$ cat src/rtl/sha256_round_core.sv
// Iterative SHA-256 compression: one round per clock, 66 cycles per block.
// Optional SHA256_FEEDFORWARD_EN adds the chaining value into the digest.
module sha256_round_core (
  input  logic         clk,
  input  logic         rst_n,
  input  logic         start,
  input  logic [511:0] block_in,
  input  logic [255:0] chain_in,
  output logic [5:0]   k_addr,
  input  logic [31:0]  k_in,
  output logic         busy,
  output logic         done,
  output logic [255:0] digest_out
);

  typedef enum logic [1:0] {IDLE, ROUND, FINAL} state_t;

  state_t      state, state_nx;
  logic [5:0]  t;
  logic [31:0] a, b, c, d, e, f, g, h;
  logic [31:0] w [16];
  logic [31:0] t1, t2, w_new;
`ifdef SHA256_FEEDFORWARD_EN
  logic [31:0] hs [8];
`endif

  function automatic logic [31:0] rotr(input logic [31:0] x, input int n);
    return (x >> n) | (x << (32 - n));
  endfunction

  function automatic logic [31:0] big_sig0(input logic [31:0] x);
    return rotr(x, 2) ^ rotr(x, 13) ^ rotr(x, 22);
  endfunction

  function automatic logic [31:0] big_sig1(input logic [31:0] x);
    return rotr(x, 6) ^ rotr(x, 11) ^ rotr(x, 25);
  endfunction

  function automatic logic [31:0] small_sig0(input logic [31:0] x);
    return rotr(x, 7) ^ rotr(x, 18) ^ (x >> 3);
  endfunction

  function automatic logic [31:0] small_sig1(input logic [31:0] x);
    return rotr(x, 17) ^ rotr(x, 19) ^ (x >> 10);
  endfunction

  always_comb begin
    t1    = h + big_sig1(e) + ((e & f) ^ (~e & g)) + k_in + w[0];
    t2    = big_sig0(a) + ((a & b) ^ (a & c) ^ (b & c));
    w_new = small_sig1(w[14]) + w[9] + small_sig0(w[1]) + w[0];
  end

  // NOTE: flops take non-blocking assignments so every register samples pre-edge values.
  always_ff @(posedge clk or negedge rst_n) begin
    if (!rst_n) state <= IDLE;
    else        state <= state_nx;
  end

  // NOTE: state_nx gets a default before the case so no path leaves it unassigned (no latch).
  always_comb begin
    state_nx = state;
    case (state)
      IDLE:    if (start) state_nx = ROUND;
      ROUND:   if (t == 6'd63) state_nx = FINAL;
      FINAL:   state_nx = IDLE;
      default: state_nx = IDLE;
    endcase
  end

  // t wraps 63->0 on the last round, so k_addr is back at 0 during FINAL.
  always_comb begin
    busy   = (state != IDLE);
    k_addr = t;
  end

  // NOTE: the W window is a bank of flops, not a RAM, so it can take the async clear.
  always_ff @(posedge clk or negedge rst_n) begin
    if (!rst_n) begin
      t          <= '0;
      done       <= 1'b0;
      digest_out <= '0;
      {a, b, c, d, e, f, g, h} <= '0;
      for (int i = 0; i < 16; i++) w[i] <= '0;
`ifdef SHA256_FEEDFORWARD_EN
      for (int i = 0; i < 8; i++) hs[i] <= '0;
`endif
    end else begin
      done <= 1'b0;
      case (state)
        IDLE: begin
          if (start) begin
            t <= '0;
            {a, b, c, d, e, f, g, h} <= chain_in;
            for (int i = 0; i < 16; i++) w[i] <= block_in[511 - 32*i -: 32];
`ifdef SHA256_FEEDFORWARD_EN
            for (int i = 0; i < 8; i++) hs[i] <= chain_in[255 - 32*i -: 32];
`endif
          end
        end
        ROUND: begin
          t <= t + 6'd1;
          h <= g;
          g <= f;
          f <= e;
          e <= d + t1;
          d <= c;
          c <= b;
          b <= a;
          a <= t1 + t2;
          for (int i = 0; i < 15; i++) w[i] <= w[i+1];
          w[15] <= w_new;
        end
        FINAL: begin
          done <= 1'b1;
`ifdef SHA256_FEEDFORWARD_EN
          digest_out <= {a + hs[0], b + hs[1], c + hs[2], d + hs[3],
                         e + hs[4], f + hs[5], g + hs[6], h + hs[7]};
`else
          digest_out <= {a, b, c, d, e, f, g, h};
`endif
        end
        default: ;
      endcase
    end
  end

endmodule

$ cat config.mk
export PLATFORM = sky130hd
export DESIGN_NAME = sha256_round_core
export DESIGN_NICKNAME = d
export VERILOG_FILES = /design/src/rtl/sha256_round_core.sv
export SDC_FILE = /design/constraint.sdc
export NUM_CORES = 2
export LEC_CHECK = 0
export ABC_CLOCK_PERIOD_IN_PS = 7000
export BUFFER_PORTS_ARGS = -buffer_cell sky130_fd_sc_hd__buf_2
export CAP_MARGIN = 20
export CORE_AREA = 2 2 417 419
export CTS_CLUSTER_DIAMETER = 40
export DETAILED_ROUTE_END_ITERATION = 8
export DIE_AREA = 0 0 419 421
export GPL_ROUTABILITY_DRIVEN = 0
export MAX_ROUTING_LAYER = met4
export PLACE_DENSITY_LB_ADDON = 0.3
export SYNTH_ARGS = -nofsm -noshare
export SYNTH_HDL_FRONTEND = slang
export SYNTH_SLANG_ARGS = --single-unit
$ cat constraint.sdc
create_clock -name clk -period 7 [get_ports clk]
set_input_delay 0.35 -clock clk [delete_from_list [all_inputs] [get_ports clk]]
set_output_delay 0.35 -clock clk [all_outputs]
set_load 0.01 [all_outputs]
==> out/qor.json <==
{
  "run_status": {
    "outcome": "finished, violations left",
    "failed_checks": "max-slew violations"
  },
  "global_routing": {
    "grt_pass1_vias": 60900,
    "grt_first_pass_wirelength_mm": 422,
    "maximum_number_of_pins_on_one_net_before_global_route_repair": 238,
    "grt_antenna_before_repair": 96,
    "tot_gr_track_use_pct": 33.6,
    "globalRoute.totalOverflow": 0
  },
  "finish": {
    "drive_gt1_share_pct": 19.7,
    "areaGrowthSynthToFinish_pct": 38.0,
    "layout_commonest_cell": "o22ai_1",
    "most-common-layout-cells": "o22ai_1 (1296), buf_2 (1064), dfrtp_1 (1031), nand2_1 (971), dlygate4sd3_1 (765)",
    "multiInputGateArea_sq_mm": 0.0293,
    "final.fill_count": 16400,
    "post-route-util_pct": 47.0,
    "seq_area_sq_mm": 0.0259,
    "nets": 9238
  },
  "yosys": {
    "post_synth.cell_area_avg_sq_um": 8.98,
    "synth_top_area_share_pct": 44.0,
    "synth.yosys.warnings": 0,
    "synthDominantAreaCellType": "dfrtp_1",
    "syn-instance-count": 6536,
    "syn-cell-area_sq_mm": 0.0587,
    "postSynthRegisterBits": 1033,
    "synth_edf_count": 0,
    "ys_async_sr_fraction_pct": 100,
    "most_used_flip_flop_cell_after_synthesis": "dfrtp_1",
    "synth.yosys.seq_area_share_pct": 44.0,
    "synth_top_cells_by_area": "dfrtp_1 (44%), o22ai_1 (14%), a21oi_1 (6.5%)",
    "netlist-cell-type-count": 72,
    "synth_net_count": 7651
  },
  "timing": {
    "final_period_util_pct": 97.3,
    "pins_over_their_slew_limit": 29,
    "final_period_minus_worst_setup_slack_ns": 6.81,
    "finalHoldViolCount": 0,
    "final-setup-viol-count": 0,
    "clock_skew_ns": 0.0563,
    "maxClockFrequency_mhz": 147,
    "timing_worst_slew_pin_value_ns": 1.51,
    "max-slew-margin-rel_pct": -0.547,
    "unrepaired_setup_endpoints_after_global_routing": "yes"
  },
  "drt": {
    "drtPass1Iterations": 8,
    "detail_route.wl_per_cell_um": 27.8,
    "detail_route.vias_per_cell": 5.80,
    "num_vias": 62000,
    "drt_drc_violations_left": 0,
    "drt_wl_total_mm": 298,
    "drtAntennaViolNets": 0,
    "initialDrtViolationCount": 7547
  },
  "setup_path": {
    "path_max_fanout": 4,
    "critPathCaptureType": "register",
    "critPathLaunchType": "register",
    "critical_path.slowest_cell": "fa_1",
    "crit_buf_inv": 6,
    "critical-path-top-cell-by-count": "inv_1",
    "required_ns": 7.68,
    "critical_path_arrival_ns": 7.49,
    "timing.critical_path.max_delay_family": "adder cells",
    "path_class": "register to register",
    "max_stage_delay_ns": 0.53
  },
  "min_path": {
    "worst_hold_path_type": "input pin to register"
  },
  "placement": {
    "io_buffers": 1066,
    "dp.final_hpwl_mm": 211
  },
  "floorplan": {
    "dieWidth_um": 419,
    "design.portCount": 1067,
    "design.core.area_sq_mm": 0.172,
    "placement_rows": 153,
    "initial_utilization_pct": 34.0,
    "chipHeight_um": 421,
    "die_area_sq_mm": 0.176
  },
  "clock_tree": {
    "htree_num_levels": 4,
    "clk-insertion-delay-late_ns": 0.86,
    "clkTransAtPathRegs_ns": 0.05,
    "root_buffer": "clkbuf_16",
    "cts_tree": "built",
    "clock_sink_count": 1033,
    "cts_buffer_depth": 3,
    "cts_made_buffers": 193
  },
  "run": {
    "maxCapViolations": 0
  }
}
[worst min-delay path, cell delays in order]
cell and delay, ns:
buf_2 0.10, nand2_1 0.08, and3_1 0.20, a21oi_1 0.12
[cell type report]
cell class	instances	share of cell area [%]
repair buffers	1985	17.7
inverters	414	1.95
clock buffers	229	6.44
multi-input cells	4496	36.2
clock inverters	129	1.88
diodes	95	0.294
well taps	2325	3.59
flip-flops and latches	1033	31.9
[worst paths after layout]
path	startpoint	slack (ns)	cells after the start	endpoint
max	h[5]$_DFFE_PN0P_	0.19	29	a[31]$_DFFE_PN0P_
min	chain_in[116]	0.07	4	e[20]$_DFFE_PN0P_
max reg2reg	h[5]$_DFFE_PN0P_	0.19	29	a[31]$_DFFE_PN0P_
min reg2reg	digest_out[101]$_DFFE_PN0P_	0.46	2	digest_out[101]$_DFFE_PN0P_
max in group asynchronous	rst_n	4.99	4	digest_out[82]$_DFFE_PN0P_
min in group asynchronous	rst_n	0.09	2	digest_out[184]$_DFFE_PN0P_
[logic make-up after synthesis]
logic type / after synthesis / share of synthesized area [%]
compound gates: 2517 / 25.5
xor+xnor: 363 / 5.42
fa+ha+maj: 314 / 9.08
buf+inv: 1007 / 6.44
flops: 1033 / 44.0
mux: 38 / 0.667
simple gates: 1264 / 8.82
[stage by stage]
step	TNS (ns)	worst slack (ns)	area [sq um]	std cells	hold slack (ns)
floorplan	0	0.641	58700	6536	0.0544
global placement	-0.0312	-0.0312	66100	9476	0.391
detailed placement	-0.154	-0.118	66100	9476	0.385
CTS	0	0.00469	80500	10600	0.0116
global route	-0.292	-0.0707	81000	10700	0.0688
finish	0	0.191	81000	10700	0.0661
[registers in the layout, indices dropped and copies added (netlist names)]
register    cells
w             512
digest_out    256
a              32
b              32
c              32
d              32
e              32
f              32
g              32
h              32
k_addr          6
state           2
done            1
[cells in the mapped netlist (all sizes together) (10+ instances only)]
cell    count
a211oi     10
a21o       78
a21oi     768
a31oi      88
and2       44
and3       32
buf        38
clkbuf    555
dfrtp    1033
fa        187
ha        125
inv       413
mux2i      29
nand2     974
nand2b     20
nand3      29
nand4      10
nor2       98
nor2b      13
nor3       21
o21a       18
o21ai     166
o21bai     15
o22ai    1296
xnor2     235
xor2      128
[repair_timing]
item | CTS | global route
pin swaps | 0 | 24
resized for setup | 2 | 38
hold buffers | 765 | 0
endpoints found under the hold margin | 819 | 0
endpoints found under the setup margin | 3 | 15
setup buffers | 0 | 12
[layer usage]
| layer | track usage [%] | vias up | routed length, um |
|---|---|---|---|
| met5 | - | - | 0 |
| met4 | 23.9 | 0 | 25500 |
| met3 | 5.48 | 1071 | 22300 |
| met2 | 52.9 | 3729 | 140000 |
| met1 | 38.9 | 30600 | 110000 |
| li1 | - | 26700 | - |
Power is not shown: default switching activity piles up to over one toggle a cycle in this logic, so the estimate is an artifact.
